--- src/rtl/c64_loader_pkg.sv ---
// Shared types and constants for the C64 ROM image loader: FSM states,
// header magic bytes and load_err codes.
package c64_loader_pkg;

  typedef enum logic [2:0] {
    ST_IDLE   = 3'd0,
    ST_MAGIC0 = 3'd1,
    ST_MAGIC1 = 3'd2,
    ST_DATA   = 3'd3,
    ST_CSUM   = 3'd4,
    ST_DONE   = 3'd5,
    ST_ERROR  = 3'd6
  } state_t;

  localparam logic [7:0] MAGIC0_BYTE = 8'hC6;
  localparam logic [7:0] MAGIC1_BYTE = 8'h40;

  localparam logic [1:0] ERR_NONE    = 2'b00;
  localparam logic [1:0] ERR_MAGIC   = 2'b01;
  localparam logic [1:0] ERR_CSUM    = 2'b10;
  localparam logic [1:0] ERR_TIMEOUT = 2'b11;

endpackage

--- src/rtl/load_checksum.sv ---
// Modulo-256 running sum of the image bytes; o_is_zero looks ahead at sum+i_byte
// so the loader can judge the checksum byte in the same cycle it arrives.
module load_checksum (
  input  logic       clk,
  input  logic       reset,
  input  logic       i_clear,
  input  logic       i_add,
  input  logic [7:0] i_byte,
  output logic [7:0] o_sum,
  output logic       o_is_zero
);

  logic [7:0] r_sum;
  logic [7:0] w_next;

  assign w_next    = r_sum + i_byte;
  assign o_sum     = r_sum;
  assign o_is_zero = (w_next == 8'h00);

  always_ff @(posedge clk) begin
    if (!reset) begin
      r_sum <= 8'h00;
    end else if (i_clear) begin
      r_sum <= 8'h00;
    end else if (i_add) begin
      r_sum <= w_next;
    end
  end

endmodule

--- src/rtl/rom_image_loader.sv ---
// Copies a magic-prefixed, checksummed ROM image from the SPI byte stream into RAM.
// Each RAM write appears one cycle after its byte_valid; stalls longer than TIMEOUT_CYC abort.
module rom_image_loader
  import c64_loader_pkg::*;
#(
  parameter int LOAD_BYTES  = 20480,
  parameter int TIMEOUT_CYC = 1048576
) (
  input  logic        clk,
  input  logic        reset,
  input  logic        start,
  input  logic [7:0]  byte_in,
  input  logic        byte_valid,
  output logic        stream_en,
  output logic [14:0] ram_addr,
  output logic [7:0]  ram_data,
  output logic        ram_we,
  output logic        cpu_hold,
  output logic        load_done,
  output logic [1:0]  load_err
);

  localparam int              TW       = $clog2(TIMEOUT_CYC + 1);
  localparam logic [TW-1:0]   TO_LAST  = TW'(TIMEOUT_CYC - 1);
  localparam logic [14:0]     IDX_LAST = 15'(LOAD_BYTES - 1);

  state_t        r_state;
  logic [14:0]   r_idx;
  logic [TW-1:0] r_idle_cnt;
  logic          r_stream_en;
  logic [14:0]   r_ram_addr;
  logic [7:0]    r_ram_data;
  logic          r_ram_we;
  logic          r_cpu_hold;
  logic          r_load_done;
  logic [1:0]    r_load_err;

  logic       w_active;
  logic       w_restart;
  logic       w_sum_add;
  logic       w_sum_zero;
  logic [7:0] w_unused_sum;

  assign w_active  = (r_state == ST_MAGIC0) || (r_state == ST_MAGIC1) ||
                     (r_state == ST_DATA)   || (r_state == ST_CSUM);
  assign w_restart = start && ((r_state == ST_IDLE) || (r_state == ST_ERROR));
  assign w_sum_add = byte_valid && ((r_state == ST_DATA) || (r_state == ST_CSUM));

  load_checksum u_csum (
    .clk       (clk),
    .reset     (reset),
    .i_clear   (w_restart),
    .i_add     (w_sum_add),
    .i_byte    (byte_in),
    .o_sum     (w_unused_sum),
    .o_is_zero (w_sum_zero)
  );

  always_ff @(posedge clk) begin
    if (!reset) begin
      r_state     <= ST_IDLE;
      r_idx       <= '0;
      r_idle_cnt  <= '0;
      r_stream_en <= 1'b0;
      r_ram_addr  <= '0;
      r_ram_data  <= '0;
      r_ram_we    <= 1'b0;
      r_cpu_hold  <= 1'b1;
      r_load_done <= 1'b0;
      r_load_err  <= ERR_NONE;
    end else begin
      r_ram_we <= 1'b0;

      // Stall watchdog; a byte arriving on the limit cycle takes priority.
      if (w_active) begin
        if (byte_valid) begin
          r_idle_cnt <= '0;
        end else if (r_idle_cnt == TO_LAST) begin
          r_state     <= ST_ERROR;
          r_load_err  <= ERR_TIMEOUT;
          r_stream_en <= 1'b0;
        end else begin
          r_idle_cnt <= r_idle_cnt + TW'(1);
        end
      end

      case (r_state)
        ST_IDLE, ST_ERROR: begin
          if (start) begin
            r_state     <= ST_MAGIC0;
            r_stream_en <= 1'b1;
            r_load_err  <= ERR_NONE;
            r_idx       <= '0;
            r_idle_cnt  <= '0;
          end
        end
        ST_MAGIC0: begin
          if (byte_valid) begin
            if (byte_in == MAGIC0_BYTE) begin
              r_state <= ST_MAGIC1;
            end else begin
              r_state     <= ST_ERROR;
              r_load_err  <= ERR_MAGIC;
              r_stream_en <= 1'b0;
            end
          end
        end
        ST_MAGIC1: begin
          if (byte_valid) begin
            if (byte_in == MAGIC1_BYTE) begin
              r_state <= ST_DATA;
            end else begin
              r_state     <= ST_ERROR;
              r_load_err  <= ERR_MAGIC;
              r_stream_en <= 1'b0;
            end
          end
        end
        ST_DATA: begin
          if (byte_valid) begin
            r_ram_we   <= 1'b1;
            r_ram_addr <= r_idx;
            r_ram_data <= byte_in;
            if (r_idx == IDX_LAST) begin
              r_state <= ST_CSUM;
            end else begin
              r_idx <= r_idx + 15'd1;
            end
          end
        end
        ST_CSUM: begin
          if (byte_valid) begin
            r_stream_en <= 1'b0;
            if (w_sum_zero) begin
              r_state     <= ST_DONE;
              r_cpu_hold  <= 1'b0;
              r_load_done <= 1'b1;
            end else begin
              r_state    <= ST_ERROR;
              r_load_err <= ERR_CSUM;
            end
          end
        end
        ST_DONE: begin
        end
        default: begin
          r_state <= ST_IDLE;
        end
      endcase
    end
  end

  assign stream_en = r_stream_en;
  assign ram_addr  = r_ram_addr;
  assign ram_data  = r_ram_data;
  assign ram_we    = r_ram_we;
  assign cpu_hold  = r_cpu_hold;
  assign load_done = r_load_done;
  assign load_err  = r_load_err;

endmodule

--- config.mk ---
export PLATFORM = sky130hd
export DESIGN_NAME = rom_image_loader
export DESIGN_NICKNAME = d
export VERILOG_FILES = /design/src/rtl/c64_loader_pkg.sv /design/src/rtl/load_checksum.sv /design/src/rtl/rom_image_loader.sv
export SDC_FILE = /design/constraint.sdc
export NUM_CORES = 1
export LEC_CHECK = 0
export ABC_AREA = 1
export CAP_MARGIN = 15
export CORE_UTILIZATION = 50
export DETAILED_ROUTE_END_ITERATION = 12
export GPL_TIMING_DRIVEN = 0
export HOLD_SLACK_MARGIN = 0.02
export PLACE_DENSITY = 0.71
export SETUP_SLACK_MARGIN = 0.02
export SLEW_MARGIN = 20
export SYNTH_ARGS = -nofsm -noshare
export SYNTH_HDL_FRONTEND = slang
export SYNTH_SLANG_ARGS = --single-unit
export TNS_END_PERCENT = 1
--- constraint.sdc ---
create_clock -name clk -period 2.8 [get_ports clk]
set_clock_uncertainty 0.1 [all_clocks]
set_input_delay 0.56 -clock clk [delete_from_list [all_inputs] [get_ports clk]]
set_output_delay 0.56 -clock clk [all_outputs]
set_load 0.05 [all_outputs]
==> results.rst <==
.. list-table::
   :header-rows: 1

   * - Metric
     - Value
   * - Die boundary width
     - 94.13 um
   * - Residual DRC count
     - 0
   * - Overall fraction of global-route tracks in use
     - around 25%
   * - Switching Fraction
     - around two fifths
   * - Via-per-instance ratio
     - approximately 5.3
   * - Most frequent cells in the layout
     - 180 x nand2_1, 76 x dfxtp_1, 70 x nor2_1
   * - Combinational group share of total power
     - 38.1%
   * - Buffer type at the clock tree root
     - clkbuf_8
   * - Overall overflow remaining after global route
     - 0
   * - Sequential power share
     - between 30 and 40%
   * - # H-tree levels
     - 3
   * - Wire length of the first global-routing pass
     - about 17 mm
   * - Pins Over Slew Limit
     - 0
   * - Initial Util
     - 51.65%
   * - Register bit count reported by yosys
     - between 70 and 80
   * - Post-Syn Area
     - 4244 um^2
   * - Dominant synthesized flop cell
     - dfxtp_1
   * - CP max FO
     - 3
   * - Final std cell area, no fill
     - 4951 um^2
   * - Power per unit of standard cell area
     - between 600 and 700 nW/um^2
   * - Endpoints failing setup
     - 0
   * - Post-CTS resize count
     - 0
   * - Initial antenna violation count
     - 0
   * - Kind of end point of the critical path
     - register
   * - DP Area
     - 4766 um^2
   * - Number of detailed-route iterations in the first pass
     - 5
   * - CP Buf/Inv Count
     - 1
   * - Post-synthesis to final-layout area growth
     - 16.66%
   * - Number of buffers created by CTS
     - 9
   * - Final wirelength
     - between 10 and 15 mm
   * - Net total in the final layout
     - 710
   * - Actual slew at the worst max-slew pin
     - 0.5393 ns
   * - Part of the Yosys area used for sequential elements
     - 35.85%
   * - Share of total power in the clock network
     - between 20% and 30%
   * - Worst Setup Start Kind
     - primary input
   * - Highest-delay cell along the critical path
     - clkdlybuf4s50_1
   * - Count of placed standard cells including taps
     - just under 800
   * - Run status
     - finished, final reports clean
   * - Count of hold-fix buffers inserted at cts
     - 0
   * - Adder-cell share of the synthesized area
     - under 10%
   * - Internal
     - 1.883 mW
   * - Count of warnings emitted by yosys
     - 0
   * - F_max
     - slightly below 0.4 GHz
   * - Data arrival time at the worst-slack endpoint
     - 2.76 ns
   * - Post-detail-place hpwl
     - slightly below 8 mm
   * - Count of placed standard cells in the final layout, fillers left out
     - ~800
   * - Type of the most critical hold path
     - register to register
   * - Clock tree from TritonCTS
     - done
   * - Largest family of logic cells by synthesized area
     - simple AND/OR/NAND/NOR gates
   * - Synth Area in XOR/XNOR
     - between 1.5 and 2%
   * - Min Clock Period, post-route
     - approximately 2.6 ns
   * - Via count of the first global-routing pass
     - 3923
   * - Post-Synth Simple-Gate Area
     - roughly 38%
   * - Rows
     - 33
   * - Worst VDD drop
     - approximately 0.00028 V
   * - Synth Instances
     - between 600 and 700
   * - CP peak stage delay
     - 0.51 ns
   * - Leakage power
     - around 2.0 nW
   * - Last weighted congestion value of the routability-driven placer
     - ~0.90
   * - Rel. slew slack
     - between 60% and 70%
   * - Most common cell after layout, fill and taps aside
     - nand2_1
   * - Number of design-rule violations left by the first detailed-router iteration
     - 199
   * - Ordered list of cells on the worst path
     - clkdlybuf4s50_1 -> ha_1 -> fa_1 -> or2_2 -> nor2_1 -> nand3_1 -> nor2_2 -> nand3_1 -> nand2_1 -> nand2_1 -> a21oi_1
   * - Number of buffers inserted by port buffering
     - 39
   * - Number of enable-type register cells in the synthesized netlist
     - 0
   * - Synth Area in Compound Gates
     - between 10% and 20%
   * - FFs w/ async S/R, synth
     - 0%
   * - Number of antenna-violating nets in the routed design
     - 0
   * - Worst hold slack
     - roughly 0.35 ns
   * - Switching pwr
     - between 1 and 1.5 mW
   * - Area of the core
     - 8217 um^2
   * - Maximum Capacitance Violations
     - 0
   * - Clk Latency, worst-skew pair
     - roughly 0.35 ns
   * - Core utilization of the finished layout
     - around 60%
   * - Crit path max-delay family
     - simple AND/OR/NAND/NOR gates
   * - Total number of clock tree sinks
     - 76
   * - Setup repair after global routing missed its margin
     - no
   * - PnR Total Power
     - approximately 3.2 mW
   * - Routed WL per cell
     - 13.01 um
   * - Floorplan die area
     - between 8000 and 9000 um^2
   * - Unique masters post-synth
     - 44
   * - Period utilisation layout
     - between 90 and 100%
   * - Die Y
     - 94.13 um
   * - Avg Synthesized Cell Area
     - approximately 6.7 um^2
   * - Fraction of layout instances using a drive strength above 1
     - under 10%
   * - Buffers inserted during post-CTS setup optimization
     - 0
   * - Mux contribution to synthesized area
     - 0%
   * - Max Buffers Root-to-Sink
     - 2
   * - Final count of hold timing violations
     - 0
   * - Number of top-level pins
     - between 40 and 50
   * - Maximum number of pins on one net before global-route repair
     - 16
   * - Clock slew at the register clock pins of the worst setup and hold paths
     - ~0.080 ns
   * - Net Count, Synth
     - between 600 and 700
   * - Required time at the endpoint of the critical path
     - 2.98 ns
   * - Total number of vias
     - between 4000 and 5000
   * - Startpoint-to-endpoint class of the critical path
     - primary input to register
   * - Count of antenna diodes in the layout
     - 0
## final timing paths
kind | startpoint | endpoint | slack, ns | cells past startpoint
max | byte_in[0] | load_err[0] | 0.22 | 11
min | cpu_hold | cpu_hold | 0.35 | 2
max reg2reg | u_csum.o_sum[0] | load_err[0] | 0.61 | 10
min reg2reg | cpu_hold | cpu_hold | 0.35 | 2
## power by group through the flow
| stage | Combinational (mW) | Clock [mW] | Sequential (mW) |
|---|---|---|---|
| 2_1_floorplan | 0.879 | 0 | 1.26 |
| 3_3_place_gp | 1.18 | 0 | 1.22 |
| 5_1_grt | 1.35 | 0.843 | 1.21 |
| 6_report | 1.22 | 0.780 | 1.20 |
| 4_1_cts | 1.21 | 0.804 | 1.20 |
| 3_5_place_dp | 1.20 | 0 | 1.23 |
## worst min-delay path, stage by stage, from the launching register on
cell,delay [ns]
dfxtp_1,0.32
nand2_1,0.06
nand2_1,0.04
## logic make-up after synthesis
| kind of cell | Yosys count |
|---|---|
| AOI/OAI and AO/OA | 98 |
| buffers and inverters | 88 |
| adders and majority gates | 10 |
| DFF | 76 |
| and+or+nand+nor | 358 |
| xor gates and xnor gates | 8 |
## registers in the layout, indices dropped and copies added, names as in the netlist
register	cells
ram_we	1
u_csum.o_sum	8
r_idle_cnt	21
load_err	2
ram_data	8
r_idx	15
ram_addr	15
stream_en	1
load_done	1
r_state	3
cpu_hold	1
## Yosys cell counts (3+ instances only)
| cell | number | area share (%) |
|---|---|---|
| nand2_1 | 180 | 16 |
| dfxtp_1 | 76 | 36 |
| nor2_1 | 71 | 6.3 |
| inv_1 | 64 | 5.7 |
| a21oi_1 | 56 | 6.6 |
| nand3_1 | 46 | 5.4 |
| o21ai_0 | 30 | 3.5 |
| nor3_1 | 16 | 1.9 |
| nand4_1 | 14 | 2.1 |
| ha_1 | 9 | 2.7 |
| nand2_2 | 7 | 1.0 |
| xor2_1 | 6 | 1.2 |
| buf_2 | 5 | 0.59 |
| clkbuf_1 | 5 | 0.44 |
| nand2_4 | 5 | 1.3 |
| buf_6 | 4 | 1.1 |
| nor2_2 | 4 | 0.59 |
| inv_2 | 3 | 0.27 |
| nor2_4 | 3 | 0.80 |
| or2_2 | 3 | 0.44 |
## routing by layer
| layer | share of wire [%] | up-vias | wire [um] | global-route usage (%) |
|---|---|---|---|---|
| met3 | 3.9 | 22 | 409 | 4.450 |
| met4 | 2.5 | 0 | 264 | 11.15 |
| met5 | 0 | - | 0 | 0 |
| met1 | 46 | 1952 | 4763 | 30.02 |
| li1 | - | 2164 | - | - |
| met2 | 48 | 100 | 4945 | 42.52 |
## cell type report
| class | instances | area, um^2 |
|---|---|---|
| Fill cell | 779 | 3266 |
| Multi-Input combinational cell | 474 | 2333 |
| Sequential cell | 76 | 1521 |
| Timing Repair Buffer | 39 | 390.4 |
| Inverter | 72 | 280.3 |
| Tap cell | 105 | 131.4 |
| Clock buffer | 9 | 123.9 |
| Buffer | 16 | 111.4 |
| Clock inverter | 7 | 58.81 |
## per-stage QoR
step / setup TNS, ns / setup WS, ns
CTS: 0 / 0.1786
global route: 0 / 0.05085
detailed placement: -0.9816 / -0.1915
finish: 0 / 0.2179
global placement: -0.8831 / -0.1794
floorplan: 0 / 0.5176
No activity file was read; power rests on OpenSTA's default activity.
